--- src/rtl/ram_port_arbiter.sv ---
// Round-robin arbiter sharing one single-port RAM between two requesters (rq0, rq1).
// Optional: define RAM_ARB_FIXED_PRIO_EN so rq0 wins every tie (rq1 may then starve).
module ram_port_arbiter #(
  parameter int DATA_W = 8,
  parameter int ADDR_W = 5,
  parameter int RD_LAT = 1
) (
  input  logic              clk,
  input  logic              rst,
  input  logic              rq0_valid,
  output logic              rq0_ready,
  input  logic              rq0_wr,
  input  logic [ADDR_W-1:0] rq0_addr,
  input  logic [DATA_W-1:0] rq0_wdata,
  output logic              rq0_rvalid,
  output logic [DATA_W-1:0] rq0_rdata,
  input  logic              rq1_valid,
  output logic              rq1_ready,
  input  logic              rq1_wr,
  input  logic [ADDR_W-1:0] rq1_addr,
  input  logic [DATA_W-1:0] rq1_wdata,
  output logic              rq1_rvalid,
  output logic [DATA_W-1:0] rq1_rdata,
  output logic              write_en,
  output logic              read_en,
  output logic [ADDR_W-1:0] addr,
  output logic [DATA_W-1:0] data_in,
  input  logic [DATA_W-1:0] data_out
);

  typedef enum logic [1:0] {IDLE, CMD, WAIT, RESP} state_t;

  localparam logic [2:0] LAT_LOAD = 3'(RD_LAT - 1);

  state_t            state;
  state_t            state_next;
  logic              last_grant;
  logic              owner;
  logic              cmd_wr;
  logic [ADDR_W-1:0] cmd_addr;
  logic [DATA_W-1:0] cmd_wdata;
  logic [2:0]        lat_cnt;
  logic              grant0;
  logic              grant1;
  logic              accept;

  always_comb begin
    grant0 = 1'b0;
    grant1 = 1'b0;
`ifdef RAM_ARB_FIXED_PRIO_EN
    grant0 = rq0_valid;
    grant1 = rq1_valid && !rq0_valid;
`else
    // On a tie the requester that was not served last time wins.
    grant0 = rq0_valid && (!rq1_valid || last_grant);
    grant1 = rq1_valid && (!rq0_valid || !last_grant);
`endif
  end

  assign accept = rq0_ready || rq1_ready;

  always_ff @(posedge clk or posedge rst) begin
    if (rst) state <= IDLE;
    else     state <= state_next;
  end

  always_comb begin
    state_next = state;
    case (state)
      IDLE:    if (accept) state_next = CMD;
      CMD:     state_next = cmd_wr ? IDLE : WAIT;
      WAIT:    if (lat_cnt == 3'd0) state_next = RESP;
      RESP:    state_next = IDLE;
      default: state_next = IDLE;
    endcase
  end

  always_comb begin
    rq0_ready = 1'b0;
    rq1_ready = 1'b0;
    write_en  = 1'b0;
    read_en   = 1'b0;
    if (!rst && state == IDLE) begin
      rq0_ready = grant0;
      rq1_ready = grant1;
    end
    if (state == CMD) begin
      write_en = cmd_wr;
      read_en  = !cmd_wr;
    end
  end

  // addr/data_in come straight from the latched command so they hold between accesses.
  assign addr    = cmd_addr;
  assign data_in = cmd_wdata;

  always_ff @(posedge clk or posedge rst) begin
    if (rst) begin
      last_grant <= 1'b1;
      owner      <= 1'b0;
      cmd_wr     <= 1'b0;
      cmd_addr   <= '0;
      cmd_wdata  <= '0;
      lat_cnt    <= '0;
      rq0_rvalid <= 1'b0;
      rq1_rvalid <= 1'b0;
      rq0_rdata  <= '0;
      rq1_rdata  <= '0;
    end else begin
      rq0_rvalid <= 1'b0;
      rq1_rvalid <= 1'b0;
      if (accept) begin
        owner      <= rq1_ready;
        last_grant <= rq1_ready;
        cmd_wr     <= rq1_ready ? rq1_wr    : rq0_wr;
        cmd_addr   <= rq1_ready ? rq1_addr  : rq0_addr;
        cmd_wdata  <= rq1_ready ? rq1_wdata : rq0_wdata;
      end
      if (state == CMD)
        lat_cnt <= LAT_LOAD;
      else if (state == WAIT && lat_cnt != 3'd0)
        lat_cnt <= lat_cnt - 3'd1;
      if (state == RESP) begin
        if (owner) begin
          rq1_rvalid <= 1'b1;
          rq1_rdata  <= data_out;
        end else begin
          rq0_rvalid <= 1'b1;
          rq0_rdata  <= data_out;
        end
      end
    end
  end

endmodule

--- config.mk ---
export PLATFORM = sky130hd
export DESIGN_NAME = ram_port_arbiter
export DESIGN_NICKNAME = d
export VERILOG_FILES = /design/src/rtl/ram_port_arbiter.sv
export SDC_FILE = /design/constraint.sdc
export NUM_CORES = 1
export LEC_CHECK = 0
export BUFFER_PORTS_ARGS = -buffer_cell sky130_fd_sc_hd__clkbuf_2
export CORE_MARGIN = 10
export CORE_UTILIZATION = 50
export DETAILED_ROUTE_END_ITERATION = 10
export PLACE_DENSITY_LB_ADDON = 0.1
export SETUP_SLACK_MARGIN = 0.15
export SLEW_MARGIN = 20
export SYNTH_ARGS = -nofsm -noshare
export SYNTH_HDL_FRONTEND = slang
export SYNTH_SLANG_ARGS = --single-unit
--- constraint.sdc ---
create_clock -name clk -period 2.3 [get_ports clk]
set_input_delay 0.23 -clock clk [delete_from_list [all_inputs] [get_ports clk]]
set_output_delay 0.23 -clock clk [all_outputs]
set_load 0.02 [all_outputs]
# After elaboration in Yosys (flattened, before gate mapping)
# Cells that the tools add are included.
totals:
  register_bits: 39
  input_bits: 40
  output_inout_bits: 35
  word_cells: 54
classes:
  n_addsub: 1
  eq_ne: 5
  n_mux: 17
  n_bitwise: 1
  reduce_logical: 19
op_table:
  columns: ["operator", "n"]
  rows:
  - ["1-bit 2-to-1 mux", 9]
  - ["8-bit 2-to-1 mux", 1]
  - ["2-bit one-hot mux with 4 select lines", 1]
  - ["2-bit 2-to-1 mux", 3]
  - ["3-bit 2-to-1 mux", 2]
  - ["2-bit AND reduction", 3]
  - ["1-bit zero test", 5]
  - ["5-bit 2-to-1 mux", 1]
  - ["2-bit equality test, second input constant", 2]
  - ["1-bit logical AND", 4]
  - ["2-bit != test, second input constant", 2]
  - ["3-bit zero test", 1]
  - ["1-bit logical OR", 3]
  - ["3-bit nonzero test", 1]
  - ["3-bit by 1-bit subtractor with 3-bit output, second input constant", 1]
  - ["2-bit by 1-bit equality test with 1-bit output, second input constant", 1]
  - ["2-bit zero test", 1]
  - ["2-bit nonzero test", 1]
  - ["1-bit NOT", 1]

# Logic depth before layout (Yosys ltp)
depth:
  word_depth: 7
  ltp_mapped: 7

# Worst setup path after synthesis
# No wires, ideal clock.
synth_path:
  kind: "reg2reg"
  from: "register state[0]"
  to: "register (tool-made name)"
  setup_ns: 0.078
  t_arrival_ns: 1.353
  required_time_ns: 2.222
  path_slack_ns: 0.869
  stages_incl_launch_ff: 4
  period_less_slack_ns: 1.431
  path_cell_list: "dfrtp_1 -> buf_2 -> nor3b_1 -> o21bai_1"
synth_rtl:
  columns: ["item", "line", "text"]
  rows:
  - ["from (decl)", "35", "state_t state;"]
  - ["from (signal assigned)", "64", "else state <= state_next;"]

==> flow_metrics.env <==
export IMPL_post_cts_resized_instances=0
export IMPL_antenna_cells_inserted=0
export IMPL_hold_ws_ns=0.0503
export IMPL_buffer_count_from_post_cts_setup_fixing=0
export IMPL_final_min_clock_period_ns=1.97
export IMPL_seq_area_frac_synth_pct=57.3
export IMPL_drt_iter0_markers=53
export IMPL_slew_violations=0
export IMPL_critical_path_cell_chain="nor3_4, nand3_4, inv_4, clkbuf_2"
export IMPL_final_area_sq_mm=0.00221
export IMPL_relSlewSlack_pct=50.3
export IMPL_critical_path_max_stage_delay_ns=0.49
export IMPL_synth_cell_type_count=32
export IMPL_max_cap_violations=0
export IMPL_worst_pin_slew_ns=0.745
export IMPL_area_growth_pct=29.3
export IMPL_drive_above_1_share_pct=39.1
export IMPL_path_delay_family="simple AND/OR/NAND/NOR gates"
export IMPL_vias=1448
export IMPL_yosys_warnings=0
export IMPL_synthesized_area_per_cell_sq_um=9.75
export IMPL_cts_tree="yes"
export IMPL_setup_tns_ns=0
export IMPL_placement_rows=21
export IMPL_grt_use_total_pct=13.3
export IMPL_synthesis_area_sq_mm=0.00171
export IMPL_pwr_density_cell_mw_per_mm2=1300
export IMPL_ir_drop_v=0.000621
export IMPL_report_final_hold_viol_count=0
export IMPL_antenna_violations_before_repair=0
export IMPL_setup_viol=0
export IMPL_io_pins=75
export IMPL_die_height_um=78.4
export IMPL_worst_setup_hold_path_clk_slew_ns=0.11
export IMPL_crit_path_end_kind="primary output"
export IMPL_layout_worst_path_cycle_share_pct=85.6
export IMPL_criticalPathCategory="reg -> out"
export IMPL_layout_cells_most_common="sky130_fd_sc_hd__clkbuf_2"
export IMPL_first_global_vias=1509
export IMPL_drt_pass1_iterations=4
export IMPL_drt_wl_total_um=3970
export IMPL_cts_sinks=39
export IMPL_floorplan_initialDensity_pct=51.5
export IMPL_port_buffers=74
export IMPL_setup_worst_path_start_class="flip-flop"
export IMPL_clock_latency_ns=0.33
export IMPL_tritoncts_num_buffers=5
export IMPL_finalNetCount=294
export IMPL_routed_wire_length_per_instance_um=13.3
export IMPL_critPathSlowestCell="sky130_fd_sc_hd__dfrtp_1"
export IMPL_unrepaired_setup_endpoints_after_global_routing="no"
export IMPL_commonest_cells_after_routing_fill_and_taps_aside="74 x sky130_fd_sc_hd__clkbuf_2, 57 x sky130_fd_sc_hd__nand2_1, 37 x sky130_fd_sc_hd__dfrtp_1"
export IMPL_crit_fanout=17
export IMPL_cts_max_path_buffers=2
export IMPL_dp_hpwl_um=3130
export IMPL_hp_class="in -> async"
export IMPL_clock_fmax_mhz=508
export IMPL_path_buf_inv=2
export IMPL_wire_length_of_the_first_global_routing_pass_um=6790
export IMPL_critPathRequiredTime_ns=2.07
export IMPL_cp_arrival_ns=1.74
export IMPL_clock_tree_root_cell="sky130_fd_sc_hd__clkbuf_4"
export IMPL_p_total_mw=2.87
export IMPL_fp_coreArea_sq_mm=0.00331
export IMPL_gate_count_of_the_mapped_netlist=175
export IMPL_hold_buffers=0
export IMPL_clock_skews_ns=0.00559
export IMPL_htreeDepth=2
export IMPL_leakage_dissipation_nw=1.15
export IMPL_run_status="finished, final reports clean"
export IMPL_syn_nets=217
export IMPL_die_area_sq_mm=0.00615
export IMPL_final_antenna_net_count=0
export IMPL_drc=0
export IMPL_gp_congestion=0.776
export IMPL_floorplan_die_width_um=78.4
export IMPL_grt_max_degree=22
export IMPL_placed_area_sq_mm=0.00212
export IMPL_grt_ovfl_total=0
export IMPL_synthesized_flop_and_latch_total=39
export IMPL_drt_vias_per_instance=4.84
[path summary, 6_finish.rpt]
path	cells after the start	endpoint	start	slack (ns)
max reg2reg	5	addr[4]$_DFFE_PP0P_	flip-flop	0.78
max in group asynchronous	3	lat_cnt[0]$_DFFE_PP0P_	rst	1.69
min reg2reg	2	last_grant$_DFFE_PP1P_	last_grant$_DFFE_PP1P_	0.47
max	4	rq1_ready	flip-flop	0.33
min in group clk	3	rq0_rdata[2]$_DFFE_PP0P_	data_out[2]	0.09
min	2	data_in[1]$_DFFE_PP0P_	rst	0.05
[metal layers]
layer / vias to the layer above / wire length, um / global-route usage, %
met1: 667 / 1640 / 14.4
met4: 0 / 10 / 2.69
met2: 49 / 1850 / 21.6
met5: - / 0 / 0
met3: 2 / 463 / 8.54
li1: 730 / - / -
[metrics by stage]
stage               cells  utilization (%)  setup slack (ns)
detailed placement    291             64.0             0.631
CTS                   299             66.6             0.248
finish                299             66.7             0.332
global placement      291             64.0             0.655
floorplan             175                -             0.869
global route          299             66.7             0.192
[flip-flops by register name, indices dropped and copies added, names as in the netlist, named ones only]
signal	cells
lat_cnt	3
last_grant	1
rq1_rdata	8
owner	1
state	1
addr	5
cmd_wr	1
rq0_rvalid	1
rq1_rvalid	1
data_in	8
rq0_rdata	8
[Yosys cell counts]
master                     count  area share, %
sky130_fd_sc_hd__nand3_1       2           0.59
sky130_fd_sc_hd__nor2_1       16            3.5
sky130_fd_sc_hd__o21ai_0       1           0.29
sky130_fd_sc_hd__dfstp_2       1            1.5
sky130_fd_sc_hd__inv_2         1           0.22
sky130_fd_sc_hd__nand2b_1      1           0.37
sky130_fd_sc_hd__dfrtp_1      38             56
sky130_fd_sc_hd__o21a_1        1           0.44
sky130_fd_sc_hd__clkbuf_1      1           0.22
sky130_fd_sc_hd__buf_6         2            1.3
sky130_fd_sc_hd__nor4b_1       1           0.51
sky130_fd_sc_hd__mux2_2        8            5.3
sky130_fd_sc_hd__nor3_4        1           0.95
sky130_fd_sc_hd__buf_2         2           0.59
sky130_fd_sc_hd__a21oi_1       2           0.59
sky130_fd_sc_hd__o22ai_1       2           0.73
sky130_fd_sc_hd__a22oi_1       1           0.44
sky130_fd_sc_hd__nand2_1      57             13
sky130_fd_sc_hd__clkinv_2      1           0.29
sky130_fd_sc_hd__nand3_4       1            1.0
sky130_fd_sc_hd__ha_1          2            1.5
sky130_fd_sc_hd__nor2b_1       2           0.73
sky130_fd_sc_hd__buf_4         2           0.88
sky130_fd_sc_hd__and3_1        1           0.37
sky130_fd_sc_hd__clkinv_1      1           0.22
sky130_fd_sc_hd__nand3b_1      1           0.44
sky130_fd_sc_hd__nor3_1        1           0.29
sky130_fd_sc_hd__nor3b_1       1           0.44
sky130_fd_sc_hd__a31oi_1      15            5.5
sky130_fd_sc_hd__o32ai_1       1           0.51
sky130_fd_sc_hd__inv_1         7            1.5
sky130_fd_sc_hd__o21bai_1      1           0.44
[power by group]
part	internal, mW	leakage, nW	switching [mW]
combinational	0.450	0.640	0.765
clock	0.257	0.0482	0.216
sequential	0.994	0.459	0.187
total	1.70	1.15	1.17
[logic make-up after synthesis]
family | after synthesis | synth area share [%]
AND/OR/NAND/NOR | 85 | 21.8
AO/OA/AOI/OAI | 24 | 8.94
adder cells (fa/ha/maj) | 2 | 1.47
multiplexers | 8 | 5.28
flip-flops | 39 | 57.3
buffers and inverters | 17 | 5.28
[area by class of cell]
| type | count | area [sq um] |
|---|---|---|
| tap | 46 | 57.6 |
| clock inverter | 2 | 35.0 |
| multi-input combinational | 119 | 639 |
| timing repair buffer | 77 | 405 |
| inverter | 10 | 40.0 |
| fill | 304 | 1100 |
| sequential | 39 | 978 |
| clock buffer | 6 | 51.3 |
No activity file was read; power rests on OpenSTA's default activity.
